--- config.mk ---
export PLATFORM = sky130hd
export DESIGN_NAME = seg_scan_multiplexer
export DESIGN_NICKNAME = d
export VERILOG_FILES = /design/src/rtl/seg_scan_multiplexer.sv
export SDC_FILE = /design/constraint.sdc
export NUM_CORES = 1
export LEC_CHECK = 0
export ABC_AREA = 0
export BUFFER_PORTS_ARGS = -buffer_cell sky130_fd_sc_hd__buf_2
export CAP_MARGIN = 0
export CORE_AREA = 2 2 84 86
export CTS_BUF_LIST = sky130_fd_sc_hd__clkbuf_16
export DETAILED_ROUTE_END_ITERATION = 12
export DIE_AREA = 0 0 86 88
export PLACE_DENSITY = 0.82
export SYNTH_ARGS = -nofsm -noshare
export SYNTH_HDL_FRONTEND = slang
export SYNTH_SLANG_ARGS = --single-unit
export TNS_END_PERCENT = 50
--- constraint.sdc ---
create_clock -name Clock -period 3.1 [get_ports Clock]
set_input_delay 0.31 -clock Clock [delete_from_list [all_inputs] [get_ports Clock]]
set_output_delay 0.31 -clock Clock [all_outputs]
set_load 0.01 [all_outputs]
--- src/rtl/seg_scan_multiplexer.sv ---
// seg_scan_multiplexer: multiplexed 7-segment scan driver with blink, dimming, zero suppression and frame snapshots
module seg_scan_multiplexer #(
  parameter int NUM_DIGITS    = 4,
  parameter int SCAN_DIV_LOG2 = 16,
  parameter int DIM_BITS      = 2,
  parameter int BLINK_FRAMES  = 128
) (
  input  logic                    Clock,
  input  logic                    Reset_n,
  input  logic                    En,
  input  logic [4*NUM_DIGITS-1:0] Digits,
  input  logic [NUM_DIGITS-1:0]   DpMask,
  input  logic [NUM_DIGITS-1:0]   BlinkMask,
  input  logic                    LzSuppress,
  input  logic [DIM_BITS-1:0]     Brightness,
  output logic [NUM_DIGITS-1:0]   A,
  output logic [6:0]              C,
  output logic                    Dp,
  output logic                    FrameTick
);
  localparam logic [6:0] SEG_PATTERN_OFF   = 7'h7F;
  localparam logic [6:0] SEG_PATTERN_ZERO  = 7'h40;
  localparam logic [6:0] SEG_PATTERN_ONE   = 7'h79;
  localparam logic [6:0] SEG_PATTERN_TWO   = 7'h24;
  localparam logic [6:0] SEG_PATTERN_THREE = 7'h30;
  localparam logic [6:0] SEG_PATTERN_FOUR  = 7'h19;
  localparam logic [6:0] SEG_PATTERN_FIVE  = 7'h12;
  localparam logic [6:0] SEG_PATTERN_SIX   = 7'h02;
  localparam logic [6:0] SEG_PATTERN_SEVEN = 7'h78;
  localparam logic [6:0] SEG_PATTERN_EIGHT = 7'h00;
  localparam logic [6:0] SEG_PATTERN_NINE  = 7'h10;
  localparam logic [6:0] SEG_PATTERN_H     = 7'h09;
  localparam logic [6:0] SEG_PATTERN_I     = 7'h4F;
  localparam logic [6:0] SEG_PATTERN_G     = 7'h42;
  localparam logic [3:0] LETTER_H = 4'hA;
  localparam logic [3:0] LETTER_I = 4'hB;
  localparam logic [3:0] LETTER_G = 4'hC;
  localparam int IW = $clog2(NUM_DIGITS);
  localparam int FW = BLINK_FRAMES > 1 ? $clog2(BLINK_FRAMES) : 1;
  localparam logic [IW-1:0] ILAST = IW'(NUM_DIGITS - 1);
  localparam logic [FW-1:0] FLAST = FW'(BLINK_FRAMES - 1);
  logic [SCAN_DIV_LOG2-1:0] p;
  logic [IW-1:0] idx;
  logic [FW-1:0] fcnt;
  logic phase;
  logic [4*NUM_DIGITS-1:0] s_dig, dig;
  logic [NUM_DIGITS-1:0] s_dm, s_bm, dm, bm, lead;
  logic s_lz, s_ph, lz, ph, fs, acc, blank, lit;
  logic [3:0] code;
  logic [6:0] glyph;
  // the frame-start cycle decodes live inputs; the rest of the frame uses the snapshot
  always_comb begin
    fs = p == '0 && idx == ILAST;
    dig = fs ? Digits : s_dig;
    dm = fs ? DpMask : s_dm;
    bm = fs ? BlinkMask : s_bm;
    lz = fs ? LzSuppress : s_lz;
    ph = fs ? phase : s_ph;
    acc = 1'b1;
    lead = '0;
    for (int k = NUM_DIGITS - 1; k >= 0; k--) begin
      acc = acc && dig[4*k +: 4] == 4'd0;
      lead[k] = acc;
    end
    code = dig[4*idx +: 4];
    blank = !En || (ph && bm[idx]) || (lz && idx != '0 && lead[idx]);
    lit = !blank && p[SCAN_DIV_LOG2-1 -: DIM_BITS] <= Brightness;
    case (code)
      4'd1:     glyph = SEG_PATTERN_ONE;
      4'd2:     glyph = SEG_PATTERN_TWO;
      4'd3:     glyph = SEG_PATTERN_THREE;
      4'd4:     glyph = SEG_PATTERN_FOUR;
      4'd5:     glyph = SEG_PATTERN_FIVE;
      4'd6:     glyph = SEG_PATTERN_SIX;
      4'd7:     glyph = SEG_PATTERN_SEVEN;
      4'd8:     glyph = SEG_PATTERN_EIGHT;
      4'd9:     glyph = SEG_PATTERN_NINE;
      LETTER_H: glyph = SEG_PATTERN_H;
      LETTER_I: glyph = SEG_PATTERN_I;
      LETTER_G: glyph = SEG_PATTERN_G;
      default:  glyph = SEG_PATTERN_ZERO;
    endcase
  end
  always_ff @(posedge Clock or negedge Reset_n)
    if (!Reset_n) begin
      p <= '0;
      idx <= ILAST;
      fcnt <= '0;
      phase <= 1'b0;
      s_dig <= '0;
      s_dm <= '0;
      s_bm <= '0;
      s_lz <= 1'b0;
      s_ph <= 1'b0;
      A <= '1;
      C <= SEG_PATTERN_OFF;
      Dp <= 1'b1;
      FrameTick <= 1'b0;
    end else begin
      p <= p + 1'b1;
      if (p == '1) idx <= idx == '0 ? ILAST : idx - 1'b1;
      if (fs) begin
        s_dig <= Digits;
        s_dm <= DpMask;
        s_bm <= BlinkMask;
        s_lz <= LzSuppress;
        s_ph <= phase;
        fcnt <= fcnt == FLAST ? '0 : fcnt + 1'b1;
        if (fcnt == FLAST) phase <= ~phase;
      end
      A <= lit ? ~(NUM_DIGITS'(1) << idx) : '1;
      C <= lit ? glyph : SEG_PATTERN_OFF;
      Dp <= lit ? ~dm[idx] : 1'b1;
      FrameTick <= fs;
    end
endmodule

==> results of run 1 <==
## cell type report
cell class                 count  area share [%]
clock buffer                   9            5.65
clock inverter                 7            2.35
inverter                      14            1.38
multi-input combinational    223            39.3
sequential                    65            41.2
tap                           80            2.51
timing repair buffer          52            7.62
## registers in the layout, summed over array words and instances (netlist names)
name       cells
p             16
s_dig         16
C              7
fcnt           7
A              4
s_bm           4
s_dm           4
idx            2
Dp             1
FrameTick      1
phase          1
s_lz           1
s_ph           1
## synthesized netlist by cell type (2+ instances only)
| cell | count |
|---|---|
| sky130_fd_sc_hd__o311ai_1 | 2 |
| sky130_fd_sc_hd__clkbuf_1 | 4 |
| sky130_fd_sc_hd__xor2_1 | 8 |
| sky130_fd_sc_hd__nand2_1 | 82 |
| sky130_fd_sc_hd__a31oi_1 | 2 |
| sky130_fd_sc_hd__mux2i_1 | 10 |
| sky130_fd_sc_hd__mux4_2 | 5 |
| sky130_fd_sc_hd__dfstp_2 | 14 |
| sky130_fd_sc_hd__buf_6 | 2 |
| sky130_fd_sc_hd__nor4_2 | 2 |
| sky130_fd_sc_hd__nor4b_2 | 2 |
| sky130_fd_sc_hd__o21ai_0 | 5 |
| sky130_fd_sc_hd__buf_1 | 2 |
| sky130_fd_sc_hd__o211ai_1 | 2 |
| sky130_fd_sc_hd__nand4_1 | 5 |
| sky130_fd_sc_hd__mux2_2 | 5 |
| sky130_fd_sc_hd__dfrtp_1 | 51 |
| sky130_fd_sc_hd__buf_2 | 2 |
| sky130_fd_sc_hd__nor2_1 | 15 |
| sky130_fd_sc_hd__nor3_1 | 3 |
| sky130_fd_sc_hd__inv_1 | 12 |
| sky130_fd_sc_hd__ha_1 | 14 |
| sky130_fd_sc_hd__mux4_1 | 2 |
| sky130_fd_sc_hd__and3_1 | 8 |
| sky130_fd_sc_hd__inv_2 | 2 |
| sky130_fd_sc_hd__xnor2_1 | 12 |
| sky130_fd_sc_hd__nor4_1 | 8 |
| sky130_fd_sc_hd__a21oi_1 | 7 |
| sky130_fd_sc_hd__nand3_1 | 7 |
## worst paths after layout
| check | from | slack, ns | depth (start not counted) | endpoint |
|---|---|---|---|---|
| setup / recovery | p[0]$_DFF_PN0_ | 0.23 | 11 | C[6]$_DFF_PN1_ |
| hold / removal | BlinkMask[1] | 0.19 | 3 | s_bm[1]$_DFF_PN0_ |
| setup reg to reg | p[0]$_DFF_PN0_ | 0.23 | 11 | C[6]$_DFF_PN1_ |
| hold reg to reg | fcnt[6]$_DFFE_PN0N_ | 0.47 | 1 | fcnt[6]$_DFFE_PN0N_ |
| max in group asynchronous | Reset_n | 1.88 | 3 | idx[0]$_DFFE_PN1N_ |
| min in group asynchronous | Reset_n | 0.46 | 2 | s_dig[0]$_DFF_PN0_ |
## cell families (layout without fill, tap and decap cells)
group,Yosys count,after routing,share of synthesized area [%]
fa+ha+maj,14,14,5.30
compound gates,27,27,5.49
flops,65,65,49.7
xor+xnor,20,20,5.30
buf+inv,25,82,3.48
simple gates,138,138,19.8
mux,24,24,10.9
## worst reg2reg max path, stage by stage, from the launching register on
cell and delay [ns]:
sky130_fd_sc_hd__dfrtp_1 0.42, sky130_fd_sc_hd__inv_1 0.11, sky130_fd_sc_hd__ha_1 0.22, sky130_fd_sc_hd__nor4b_4 0.14
sky130_fd_sc_hd__nand4_4 0.12, sky130_fd_sc_hd__buf_6 0.27, sky130_fd_sc_hd__mux4_2 0.60, sky130_fd_sc_hd__mux2i_4 0.25
sky130_fd_sc_hd__inv_1 0.10, sky130_fd_sc_hd__ha_1 0.26, sky130_fd_sc_hd__a211oi_1 0.18, sky130_fd_sc_hd__o21ai_0 0.11
## through the flow
stage                     setup WS [ns]  instance area, µm²  cells  util, %
after global placement            0.203                3610    432     54.4
after detailed placement        -0.0854                3610    432     54.4
after floorplan                   0.286                3310    313        -
after global routing             0.0296                3990    450     60.0
final                             0.235                3990    450     60.0
after CTS                        0.0669                3960    450     59.6
## power by group
group | internal (mW) | leakage, nW | switching, mW
Sequential | 0.864 | 0.737 | 0.00308
Combinational | 0.0357 | 0.969 | 0.0494
Clock | 0.703 | 0.153 | 0.380
## repair_timing
item | 4_1_cts | 5_1_grt
gates cloned | 0 | 0
hold buffers | 1 | 0
setup endpoints to repair | 11 | 10
buffers inserted | 1 | 0
pin swaps | 0 | 0
endpoints found under the hold margin | 12 | 0
resized for setup | 0 | 5
## layer usage
layer / GRT usage (%) / up-vias / share of wire [%]
met5: 0 / - / 0
met3: 3.02 / 15 / 4.9
met4: 11.0 / 0 / 2.5
met1: 27.4 / 1213 / 44
met2: 32.0 / 95 / 48
li1: - / 1182 / -
==> results.rst, run 1 <==
.. list-table::
   :header-rows: 1

   * - Metric
     - Value
   * - Total Die Area
     - 7570 µm²
   * - Number of slew-limit violations in the final report
     - 0
   * - GRT Total Usage
     - 20.4%
   * - TritonCTS clock tree
     - built
   * - Max-capacitance violation count
     - 0
   * - Syn avg cell area
     - 10.6 µm²
   * - Antenna-violating nets left
     - 0
   * - Number of filler cells placed in the layout
     - 520
   * - Final TNS setup
     - 0 ns
   * - Detailed Place HPWL
     - 5030 µm
   * - Leakage power figure
     - 1.86 nW
   * - Global-route wire length before repair
     - 11800 µm
   * - DR iter-0 viols
     - 188
   * - Routed wire length per instance
     - 15.7 µm
   * - Post-synthesis instance area
     - 3310 µm²
   * - Routed via count
     - 2505
   * - Die outline width
     - 86 µm
   * - Post-route worst hold slack
     - 0.190 ns
   * - Seq cells post-synth
     - 65
   * - CTS clk-pin slew, worst paths
     - 0.05 ns
   * - Overall Power
     - 2.04 mW
   * - Multi-input logic area
     - 1570 µm²
   * - Startpoint type of the worst setup path
     - flip-flop
   * - Synth unique cells
     - 47
   * - Status
     - completed
   * - Via count of the first global-routing pass
     - 2399
   * - Count of synthesis-stage warnings from yosys
     - 0
   * - Critical path required time
     - 3.35 ns
   * - First-pass DRT Iterations
     - 4
   * - Maximum root-to-sink buffer count
     - 2
   * - Relative slew margins
     - 64.3%
   * - Share of the cycle needed by the critical path after routing
     - 92.4%
   * - Fraction of synthesis flops using an asynchronous set or reset pin
     - 100%
   * - Critical path peak fanout
     - 31
   * - Path category of the worst min-delay check
     - input pin to flip-flop
   * - Clock tree root driver cell
     - sky130_fd_sc_hd__clkbuf_16
   * - Worst setup skew after layout
     - 0.00538 ns
   * - Final estimated routing congestion in global placement
     - 0.900
   * - Initial standard-cell utilization of the core
     - 49.8%
   * - Clock H-tree levels
     - 3
   * - Setup violation total in the final timing report
     - 0
   * - Cell-by-cell trace of the critical path
     - inv_1, ha_1, nor4b_4, nand4_4, buf_6, mux4_2, mux2i_4, inv_1, ha_1, a211oi_1, o21ai_0
   * - Critical path data arrival time
     - 3.12 ns
   * - Unrepaired setup endpoints after global routing
     - false
   * - Layout cell share with drive strength beyond 1
     - 27.0%
   * - Count of nets after finishing
     - 409
   * - Pwr/cell area
     - 511 nW/µm²
   * - Commonest cells after routing, fill and taps aside
     - sky130_fd_sc_hd__nand2_1 (82), sky130_fd_sc_hd__dfrtp_1 (51), sky130_fd_sc_hd__buf_2 (42)
   * - Maximum single-stage delay on the critical path
     - 0.60 ns
   * - Final Hold Fails
     - 0
   * - Core Rows
     - 30
   * - Synth top area share
     - 38.6%
   * - Ratio of routed vias to standard cells
     - 5.57
   * - Clk sink count
     - 65
   * - Critical path class
     - flip-flop to flip-flop
   * - Cell with the biggest individual delay on the critical path
     - sky130_fd_sc_hd__mux4_2
   * - Largest net degree at the start of global routing
     - 32
   * - Total Wirelength
     - 7090 µm
   * - Clock Latency Late Sink
     - 0.33 ns
   * - Placeable Area
     - 6640 µm²
   * - Maximum clock frequency
     - 0.349 GHz
   * - Family with the most delay on the worst path
     - multiplexers
   * - Number of antenna violations at the first check in global routing
     - 0
   * - Die extent in y
     - 88 µm
   * - Actual transition at the worst max-transition pin
     - 0.521 ns
   * - Number of instances in the synthesized netlist
     - 313
   * - Sequential share of the synthesized area
     - 49.7%
   * - Inserted Clock Buffers
     - 9
   * - CP bufs+invs
     - 3
   * - Yosys top cell by area
     - sky130_fd_sc_hd__dfrtp_1
   * - Drt drc
     - 0
   * - Critical Path Sink Type
     - flip-flop
   * - Antenna Diode Count
     - 0
   * - Total global routing overflow
     - 0
   * - Most common cell after layout, fill and taps aside
     - sky130_fd_sc_hd__nand2_1
   * - Synth Net Count
     - 357
   * - Count of input and output buffers
     - 42
   * - Clock period minus worst slack
     - 2.87 ns
   * - Area growth from synthesis to layout
     - 20.6%
   * - Synth area leaders
     - sky130_fd_sc_hd__dfrtp_1 (39%), sky130_fd_sc_hd__dfstp_2 (11%), sky130_fd_sc_hd__nand2_1 (9.3%), sky130_fd_sc_hd__ha_1 (5.3%), sky130_fd_sc_hd__mux4_2 (3.4%)
   * - Number of top-level design ports
     - 43
   * - Storage element area
     - 1640 µm²
   * - Number of enable flip-flop cells after synthesis
     - 0
   * - Peak ir drop on the vdd network
     - 0.000278 V
   * - Top FF cell, synth
     - sky130_fd_sc_hd__dfrtp_1
Note: power is estimated with default switching activity, not from simulation.
==> run 2: changes to the inputs <==
--- a/config.mk
+++ b/config.mk
@@ -12,7 +12,7 @@
 export CTS_BUF_LIST = sky130_fd_sc_hd__clkbuf_16
 export DETAILED_ROUTE_END_ITERATION = 12
 export DIE_AREA = 0 0 86 88
-export PLACE_DENSITY = 0.82
+export PLACE_DENSITY = 0.7
 export SYNTH_ARGS = -nofsm -noshare
 export SYNTH_HDL_FRONTEND = slang
 export SYNTH_SLANG_ARGS = --single-unit
==> run 2 against run 1 <==
  * Critical path depth is 1 higher
  * Non-clock buffer count is 3 higher
  * First-iteration DRC count is 52% lower
  * Highest routed layer unchanged
  * Power is 6.7% lower
  * Design area is 0.97% lower
  * Utilization is 0.58 points lower
==> results.rst, run 2 (synthesized netlist as in run 1, its figures left out) <==
.. list-table::
   :header-rows: 1

   * - Metric
     - Value
   * - Path category of the worst min-delay check
     - input pin to async pin
   * - Count of nets after finishing
     - 412 (+0.73%)
   * - Worst setup margin
     - 0.262 ns (+0.0273 ns)
   * - Placeable Area
     - 6640 µm² (unchanged)
   * - Initial standard-cell utilization of the core
     - 49.8% (unchanged)
   * - Critical path peak fanout
     - 18 (-42%)
   * - Number of top-level design ports
     - 43 (unchanged)
   * - Final TNS setup
     - 0 ns (unchanged)
   * - Reported net switching power
     - 0.395 mW (-8.7%)
   * - Critical Path Sink Type
     - flip-flop
   * - R2r worst-path depth
     - 12 (+1)
   * - Most common cell after layout, fill and taps aside
     - sky130_fd_sc_hd__nand2_1
   * - Pwr/cell area
     - 481 nW/µm² (-5.8%)
   * - CTS clk-pin slew, worst paths
     - 0.06 ns (about the same)
   * - Maximum clock frequency
     - 0.352 GHz (+0.96%)
   * - Final Hold Fails
     - 0 (unchanged)
   * - Critical path required time
     - 3.32 ns (-0.03 ns)
   * - Share of the cycle needed by the critical path after routing
     - 91.6% (-0.88 points)
   * - Worst slack after detailed placement
     - 0.0642 ns (+0.150 ns)
   * - Routed via count
     - 2433 (-2.9%)
   * - Global-route wire length before repair
     - 11200 µm (-5.4%)
   * - Count of placed standard cells in the final layout, fillers left out
     - 453 (+0.67%)
   * - Internal power summed over all cells
     - 1.50 mW (-6.2%)
   * - Clk sink count
     - 65 (unchanged)
   * - First-pass DRT Iterations
     - 4 (unchanged)
   * - Inserted Clock Buffers
     - 9 (unchanged)
   * - Total Die Area
     - 7570 µm² (unchanged)
   * - Top Registers
     - p x16, s_dig x16
   * - Drt drc
     - 0 (unchanged)
   * - GRT Total Usage
     - 19.1% (-1.3 points)
   * - Commonest cells after routing, fill and taps aside
     - sky130_fd_sc_hd__nand2_1 (82), sky130_fd_sc_hd__dfrtp_1 (51), sky130_fd_sc_hd__buf_2 (42)
   * - Die outline width
     - 86 µm (unchanged)
   * - Actual transition at the worst max-transition pin
     - 0.661 ns (+0.140 ns)
   * - Clock H-tree levels
     - 3 (unchanged)
   * - Critical path class
     - flip-flop to flip-flop
   * - Post-route worst hold slack
     - 0.0171 ns (-0.173 ns)
   * - Clock Latency Late Sink
     - 0.33 ns (about the same)
   * - Number of buffers added to fix hold violations after cts
     - 0 (-1)
   * - Core Rows
     - 30 (unchanged)
   * - Switching part of the total power
     - 20.8% (-0.46 points)
   * - Unrepaired setup endpoints after global routing
     - false
   * - Antenna Diode Count
     - 0 (unchanged)
   * - Clock period minus worst slack
     - 2.84 ns (-0.0273 ns)
   * - Largest net degree at the start of global routing
     - 32 (unchanged)
   * - Status
     - completed
   * - TritonCTS clock tree
     - built
   * - Critical path data arrival time
     - 3.05 ns (-0.07 ns)
   * - Die extent in y
     - 88 µm (unchanged)
   * - Count of input and output buffers
     - 42 (unchanged)
   * - Proportion of power drawn by flip-flops and latches
     - 45.7% (+3.1 points)
   * - Cells after DPL
     - 433 (+0.23%)
   * - Final estimated routing congestion in global placement
     - 0.867 (-3.7%)
   * - Setup violation total in the final timing report
     - 0 (unchanged)
   * - Antenna-violating nets left
     - 0 (unchanged)
   * - Worst setup skew after layout
     - 0.00720 ns (+0.00182 ns)
   * - Relative slew margins
     - 56.0% (-8.3 points)
   * - Peak ir drop on the vdd network
     - 0.000350 V (+26%)
   * - Number of slew-limit violations in the final report
     - 0 (unchanged)
   * - Clock tree root driver cell
     - sky130_fd_sc_hd__clkbuf_16
   * - Maximum root-to-sink buffer count
     - 2 (unchanged)
   * - Logic pwr share
     - 4.2% (about the same)
   * - Detailed Place HPWL
     - 4820 µm (-4.2%)
   * - Total Wirelength
     - 6640 µm (-6.3%)
   * - Max-capacitance violation count
     - 0 (unchanged)
   * - DR iter-0 viols
     - 90 (-52%)
   * - Routed wire length per instance
     - 14.7 µm (-6.9%)
   * - Ratio of routed vias to standard cells
     - 5.37 (-3.5%)
   * - Leakage power figure
     - 1.85 nW (-0.69%)
   * - Area growth from synthesis to layout
     - 19.5%
   * - Startpoint type of the worst setup path
     - flip-flop
   * - Via count of the first global-routing pass
     - 2420 (+0.88%)
   * - Layout cell share with drive strength beyond 1
     - 27.1% (+0.051 points)
   * - Part of the total power dissipated in the clock network
     - 50.1% (-3.1 points)
   * - Number of filler cells placed in the layout
     - 551 (+6.0%)
   * - Number of antenna violations at the first check in global routing
     - 0 (unchanged)
   * - Total global routing overflow
     - 0 (unchanged)
-- run 2: cell types whose count changed in the layout (fill, tap and decap cells not counted), sizes merged --
| cell | before | now |
|---|---|---|
| buf | 51 | 55 |
| inv | 15 | 17 |
| bufinv | 2 | 1 |
| clkinvlp | 1 | 0 |
| dlygate4sd3 | 1 | 0 |
-- run 2: repair_timing --
| item | 4_1_cts | 5_1_grt |
|---|---|---|
| buffers inserted | 0 | 4 |
| endpoints found under the hold margin | 0 | 0 |
| endpoints found under the setup margin | 0 | 11 |
| resized for setup | 0 | 2 |
-- run 2: final cells by class --
| cell class | instances | area (µm²) | share of cell area (%) |
|---|---|---|---|
| clock inverters | 7 | 55.1 | 1.39 |
| inverters | 14 | 52.6 | 1.33 |
| flip-flops and latches | 65 | 1640 | 41.6 |
| well taps | 80 | 100 | 2.53 |
| clock buffers | 9 | 225 | 5.70 |
| repair buffers | 55 | 308 | 7.79 |
| multi-input cells | 223 | 1560 | 39.6 |
-- run 2: final timing paths --
kind	from	end	slack [ns]
max	idx[0]$_DFFE_PN1N_	C[3]$_DFF_PN1_	0.26
min	Reset_n	p[9]$_DFF_PN0_	0.02
max reg2reg	idx[0]$_DFFE_PN1N_	C[3]$_DFF_PN1_	0.26
min reg2reg	s_bm[2]$_DFF_PN0_	s_bm[2]$_DFF_PN0_	0.47
max in group asynchronous	Reset_n	idx[1]$_DFFE_PN1N_	2.27
min in group Clock	DpMask[0]	s_dm[0]$_DFF_PN0_	0.20
-- run 2: critical path, stage by stage (launching register included) --
cell	delay [ns]
sky130_fd_sc_hd__dfstp_2	0.53
sky130_fd_sc_hd__ha_1	0.16
sky130_fd_sc_hd__nor4b_4	0.24
sky130_fd_sc_hd__nand4_4	0.18
sky130_fd_sc_hd__inv_2	0.10
sky130_fd_sc_hd__buf_4	0.23
sky130_fd_sc_hd__buf_4	0.24
sky130_fd_sc_hd__or3_1	0.13
sky130_fd_sc_hd__o311ai_0	0.13
sky130_fd_sc_hd__o311a_1	0.39
sky130_fd_sc_hd__o41a_1	0.13
sky130_fd_sc_hd__buf_4	0.18
sky130_fd_sc_hd__o311ai_1	0.09
-- run 2: through the flow --
stage | util [%] | power, mW | cell area (µm²)
6_report | 59.4 | 1.90 | 3950
5_1_grt | 59.4 | 1.96 | 3950
4_1_cts | 58.7 | 1.91 | 3900
3_5_place_dp | 54.5 | 0.962 | 3620
3_3_place_gp | 54.5 | 0.960 | 3620
2_1_floorplan | - | 0.907 | 3310
-- run 2: power by group through the flow --
stage	Clock [mW]	Sequential (mW)	Combinational (mW)
6_report	0.952	0.867	0.0804
5_1_grt	1.00	0.868	0.0901
4_1_cts	0.966	0.867	0.0807
3_5_place_dp	0	0.881	0.0803
3_3_place_gp	0	0.881	0.0793
2_1_floorplan	0	0.886	0.0217
-- run 2: per-layer routing --
metal  track usage, %  up-vias  wire [µm]
met5                0        -          0
met3             6.13        4        369
met4             4.62        0         34
li1                 -     1190          -
met1             24.7     1164       3010
met2             31.5       75       3230
==> run 3: changes to the inputs <==
--- a/config.mk
+++ b/config.mk
@@ -5,14 +5,14 @@
 export SDC_FILE = /design/constraint.sdc
 export NUM_CORES = 1
 export LEC_CHECK = 0
-export ABC_AREA = 0
+export ABC_AREA = 1
 export BUFFER_PORTS_ARGS = -buffer_cell sky130_fd_sc_hd__buf_2
 export CAP_MARGIN = 0
-export CORE_AREA = 2 2 84 86
+export CORE_AREA = 2 2 86 88
 export CTS_BUF_LIST = sky130_fd_sc_hd__clkbuf_16
 export DETAILED_ROUTE_END_ITERATION = 12
-export DIE_AREA = 0 0 86 88
-export PLACE_DENSITY = 0.7
+export DIE_AREA = 0 0 88 90
+export PLACE_DENSITY = 0.71
 export SYNTH_ARGS = -nofsm -noshare
 export SYNTH_HDL_FRONTEND = slang
 export SYNTH_SLANG_ARGS = --single-unit
==> run 3 against run 2 <==
  * Critical path depth grew 8
  * Highest routed layer unchanged
  * Die area is 4.7% higher
  * Critical endpoint unchanged
  * Synthesized cell count increased by 35%
  * Design area grew 5.4%
  * Sequential cell count unchanged
  * Register-to-register slack improved by 0.06 ns
  * Clock power down 0.4%
  * Global-route usage is 1.3 points higher
  * Fmax increased by 2.0%
  * Via count rose by 16%
  * Utilization is 0.18 points lower
==> results.rst, run 3 <==
.. list-table::
   :header-rows: 1

   * - Metric
     - Value
   * - Synth top area share
     - 36.4% (-2.3 points)
   * - Number of antenna violations at the first check in global routing
     - 0 (unchanged)
   * - Startpoint type of the worst setup path
     - flip-flop
   * - Core Rows
     - 31 (+3.3%)
   * - Detailed Place HPWL
     - 5350 µm (+11%)
   * - Post-synthesis instance area
     - 3510 µm² (+6.2%)
   * - Sequential share of the synthesized area
     - 46.8% (-2.9 points)
   * - Die outline width
     - 88 µm (+2.3%)
   * - Global-route wire length before repair
     - 12500 µm (+12%)
   * - Cell with the biggest individual delay on the critical path
     - sky130_fd_sc_hd__dfstp_2
   * - Largest net degree at the start of global routing
     - 31 (-3.1%)
   * - Yosys top cell by area
     - sky130_fd_sc_hd__dfrtp_1
   * - Critical path data arrival time
     - 3.05 ns (about the same)
   * - Critical Path Sink Type
     - flip-flop
   * - Critical path peak fanout
     - 18 (unchanged)
   * - Total Die Area
     - 7920 µm² (+4.7%)
   * - Clock Latency Late Sink
     - 0.33 ns (about the same)
   * - Maximum single-stage delay on the critical path
     - 0.57 ns (+0.04 ns)
   * - Clock tree root driver cell
     - sky130_fd_sc_hd__clkbuf_16
   * - Clock H-tree levels
     - 3 (unchanged)
   * - Peak ir drop on the vdd network
     - 0.000303 V (-13%)
   * - DR iter-0 viols
     - 141 (+57%)
   * - Fraction of synthesis flops using an asynchronous set or reset pin
     - 100% (unchanged)
   * - Relative slew margins
     - 60.8% (+4.9 points)
   * - Inserted Clock Buffers
     - 9 (unchanged)
   * - Number of top-level design ports
     - 43 (unchanged)
   * - Actual transition at the worst max-transition pin
     - 0.583 ns (-0.0778 ns)
   * - Total Wirelength
     - 7170 µm (+7.9%)
   * - Met2 layer usage reported by global route
     - 31.2% (-0.31 points)
   * - Final TNS setup
     - 0 ns (unchanged)
   * - First-pass DRT Iterations
     - 4 (unchanged)
   * - Routed wire length per instance
     - 12.2 µm (-16%)
   * - Count of synthesis-stage warnings from yosys
     - 0 (unchanged)
   * - Final cell area excluding filler cells
     - 4160 µm² (+5.4%)
   * - TritonCTS clock tree
     - built
   * - Number of enable flip-flop cells after synthesis
     - 0 (unchanged)
   * - Global routing usage on met3
     - 4.68% (-1.4 points)
   * - Status
     - completed
   * - CTS clk-pin slew, worst paths
     - 0.05 ns (about the same)
   * - Synth unique cells
     - 34 (-28%)
   * - Pwr/cell area
     - 451 nW/µm² (-6.1%)
   * - Critical path class
     - flip-flop to flip-flop
   * - Area growth from synthesis to layout
     - 18.5%
   * - Met1 Use GR
     - 27.1% (+2.5 points)
   * - Cell-by-cell trace of the critical path
     - ha_1, inv_1, nor2_1, nand2_2, nor2_8, nand2_4, buf_4, nand2_1, nand3_1, nand3_1, nand2_1, inv_1, ha_1, inv_1, nand2_1, nand2_1, nand2_1, nand2_1, inv_1, nand2_1
   * - Number of instances in the synthesized netlist
     - 423 (+35%)
   * - Final core area utilization
     - 59.3% (-0.18 points)
   * - Via count of the first global-routing pass
     - 2739 (+13%)
   * - Path category of the worst min-delay check
     - input pin to flip-flop
   * - Clock period minus worst slack
     - 2.78 ns (-0.0563 ns)
   * - GRT Total Usage
     - 20.5% (+1.3 points)
   * - Overall Power
     - 1.88 mW (-1.1%)
   * - Die extent in y
     - 90 µm (+2.3%)
   * - Top FF cell, synth
     - sky130_fd_sc_hd__dfrtp_1
   * - Final Hold Fails
     - 0 (unchanged)
   * - Synth Net Count
     - 467 (+31%)
   * - Critical path required time
     - 3.37 ns (+0.05 ns)
   * - Total cell area at the placement stage
     - 3860 µm² (+6.6%)
   * - Maximum clock frequency
     - 0.359 GHz (+2.0%)
   * - Final estimated routing congestion in global placement
     - 0.830 (-4.3%)
   * - Max-capacitance violation count
     - 0 (unchanged)
   * - Drt drc
     - 0 (unchanged)
   * - Initial standard-cell utilization of the core
     - 50.0% (+0.25 points)
   * - Antenna-violating nets left
     - 0 (unchanged)
   * - Setup violation total in the final timing report
     - 0 (unchanged)
   * - Top post-synthesis cells by count
     - sky130_fd_sc_hd__nand2_1 (107), sky130_fd_sc_hd__inv_1 (62), sky130_fd_sc_hd__dfrtp_1 (51), sky130_fd_sc_hd__nand3_1 (45), sky130_fd_sc_hd__nor2_1 (32)
   * - Placeable Area
     - 7020 µm² (+5.7%)
   * - Syn avg cell area
     - 8.30 µm² (-21%)
   * - Seq cells post-synth
     - 65 (unchanged)
   * - Most common cell after layout, fill and taps aside
     - sky130_fd_sc_hd__nand2_1
   * - Commonest cells after routing, fill and taps aside
     - sky130_fd_sc_hd__nand2_1 (107), sky130_fd_sc_hd__inv_1 (64), sky130_fd_sc_hd__dfrtp_1 (51)
   * - Leakage power figure
     - 2.25 nW (+22%)
   * - Most frequent CP cell
     - sky130_fd_sc_hd__nand2_1
   * - Number of slew-limit violations in the final report
     - 0 (unchanged)
   * - Count of placed standard cells in the final layout, fillers left out
     - 585 (+29%)
   * - GR peak layer
     - met2
   * - Worst setup skew after layout
     - 0.00551 ns (-0.00170 ns)
   * - Count leader, synth
     - sky130_fd_sc_hd__nand2_1
   * - Number of filler cells placed in the layout
     - 628 (+14%)
   * - Synth area leaders
     - sky130_fd_sc_hd__dfrtp_1 (36%), sky130_fd_sc_hd__nand2_1 (11%), sky130_fd_sc_hd__dfstp_2 (10%), sky130_fd_sc_hd__inv_1 (6.6%), sky130_fd_sc_hd__nand3_1 (6.4%)
   * - Count of input and output buffers
     - 42 (unchanged)
   * - Ratio of routed vias to standard cells
     - 4.82 (-10%)
   * - Layout cell share with drive strength beyond 1
     - 23.5% (-3.6 points)
   * - Share of the cycle needed by the critical path after routing
     - 89.7% (-1.8 points)
   * - Total global routing overflow
     - 0 (unchanged)
   * - Clk sink count
     - 65 (unchanged)
   * - Count of nets after finishing
     - 525 (+27%)
   * - Cells after DPL
     - 567 (+31%)
   * - Routed via count
     - 2817 (+16%)
   * - Maximum root-to-sink buffer count
     - 2 (unchanged)
   * - Top Registers
     - p x16, s_dig x16
   * - Unrepaired setup endpoints after global routing
     - false
   * - Antenna Diode Count
     - 0 (unchanged)
[run 3: worst max-delay path: cells and delay by family (launching register included)]
| kind | cells | cell delay [ns] |
|---|---|---|
| simple gates | 13 | 1.21 |
| flops | 1 | 0.57 |
| buf+inv | 5 | 0.52 |
| fa+ha+maj | 2 | 0.44 |
[run 3: stage by stage]
| step | hold WS [ns] | setup slack (ns) |
|---|---|---|
| floorplan | 0.0144 | 0.572 |
| CTS | 0.196 | 0.242 |
| detailed placement | 0.217 | 0.273 |
| global placement | 0.216 | 0.368 |
| global route | 0.213 | 0.0322 |
| finish | 0.197 | 0.318 |
[run 3: cell type report]
type                    count  area [µm²]  share of cell area, %
repair buffers             53         295                   7.10
well taps                  99         124                   2.98
flip-flops and latches     65        1640                   39.5
inverters                  67         255                   6.14
multi-input cells         285        1560                   37.5
clock inverters             7        55.1                   1.32
clock buffers               9         225                   5.41
[run 3: timing repair]
action,in CTS,in global routing
resized for setup,0,1
endpoints found under the setup margin,0,2
hold buffers,1,0
setup buffers,0,1
endpoints found under the hold margin,12,0
[run 3: kinds of logic (layout without fill, tap and decap cells)]
kind of cell,after synthesis,count (layout),synth area share (%)
and+or+nand+nor,230,230,31.3
DFF,65,65,46.8
buffers and inverters,73,136,8.70
xor gates and xnor gates,15,15,3.74
AOI/OAI and AO/OA,26,26,4.42
adders and majority gates,14,14,4.99
[run 3: final timing paths]
kind | cells past startpoint | to | from | slack (ns)
hold reg to reg | 1 | p[0]$_DFF_PN0_ | p[0]$_DFF_PN0_ | 0.47
max in group asynchronous | 3 | idx[1]$_DFFE_PN1N_ | Reset_n | 1.98
min in group asynchronous | 2 | s_bm[1]$_DFF_PN0_ | Reset_n | 0.40
setup reg to reg | 20 | C[3]$_DFF_PN1_ | idx[1]$_DFFE_PN1N_ | 0.32
hold / removal | 3 | s_dm[1]$_DFF_PN0_ | DpMask[1] | 0.20
setup / recovery | 20 | C[3]$_DFF_PN1_ | idx[1]$_DFFE_PN1N_ | 0.32
[run 3: layer usage]
layer  routed length (µm)  vias up
met1                 3210     1306
met4                  191        0
met3                  342       15
li1                     -     1423
met2                 3430       73
met5                    0        -
[run 3: power breakdown]
part | total, mW | leakage [nW] | switching, mW | internal, mW
logic | 0.0666 | 1.33 | 0.0403 | 0.0262
clock network | 0.948 | 0.147 | 0.342 | 0.606
registers | 0.863 | 0.772 | 0.00134 | 0.862
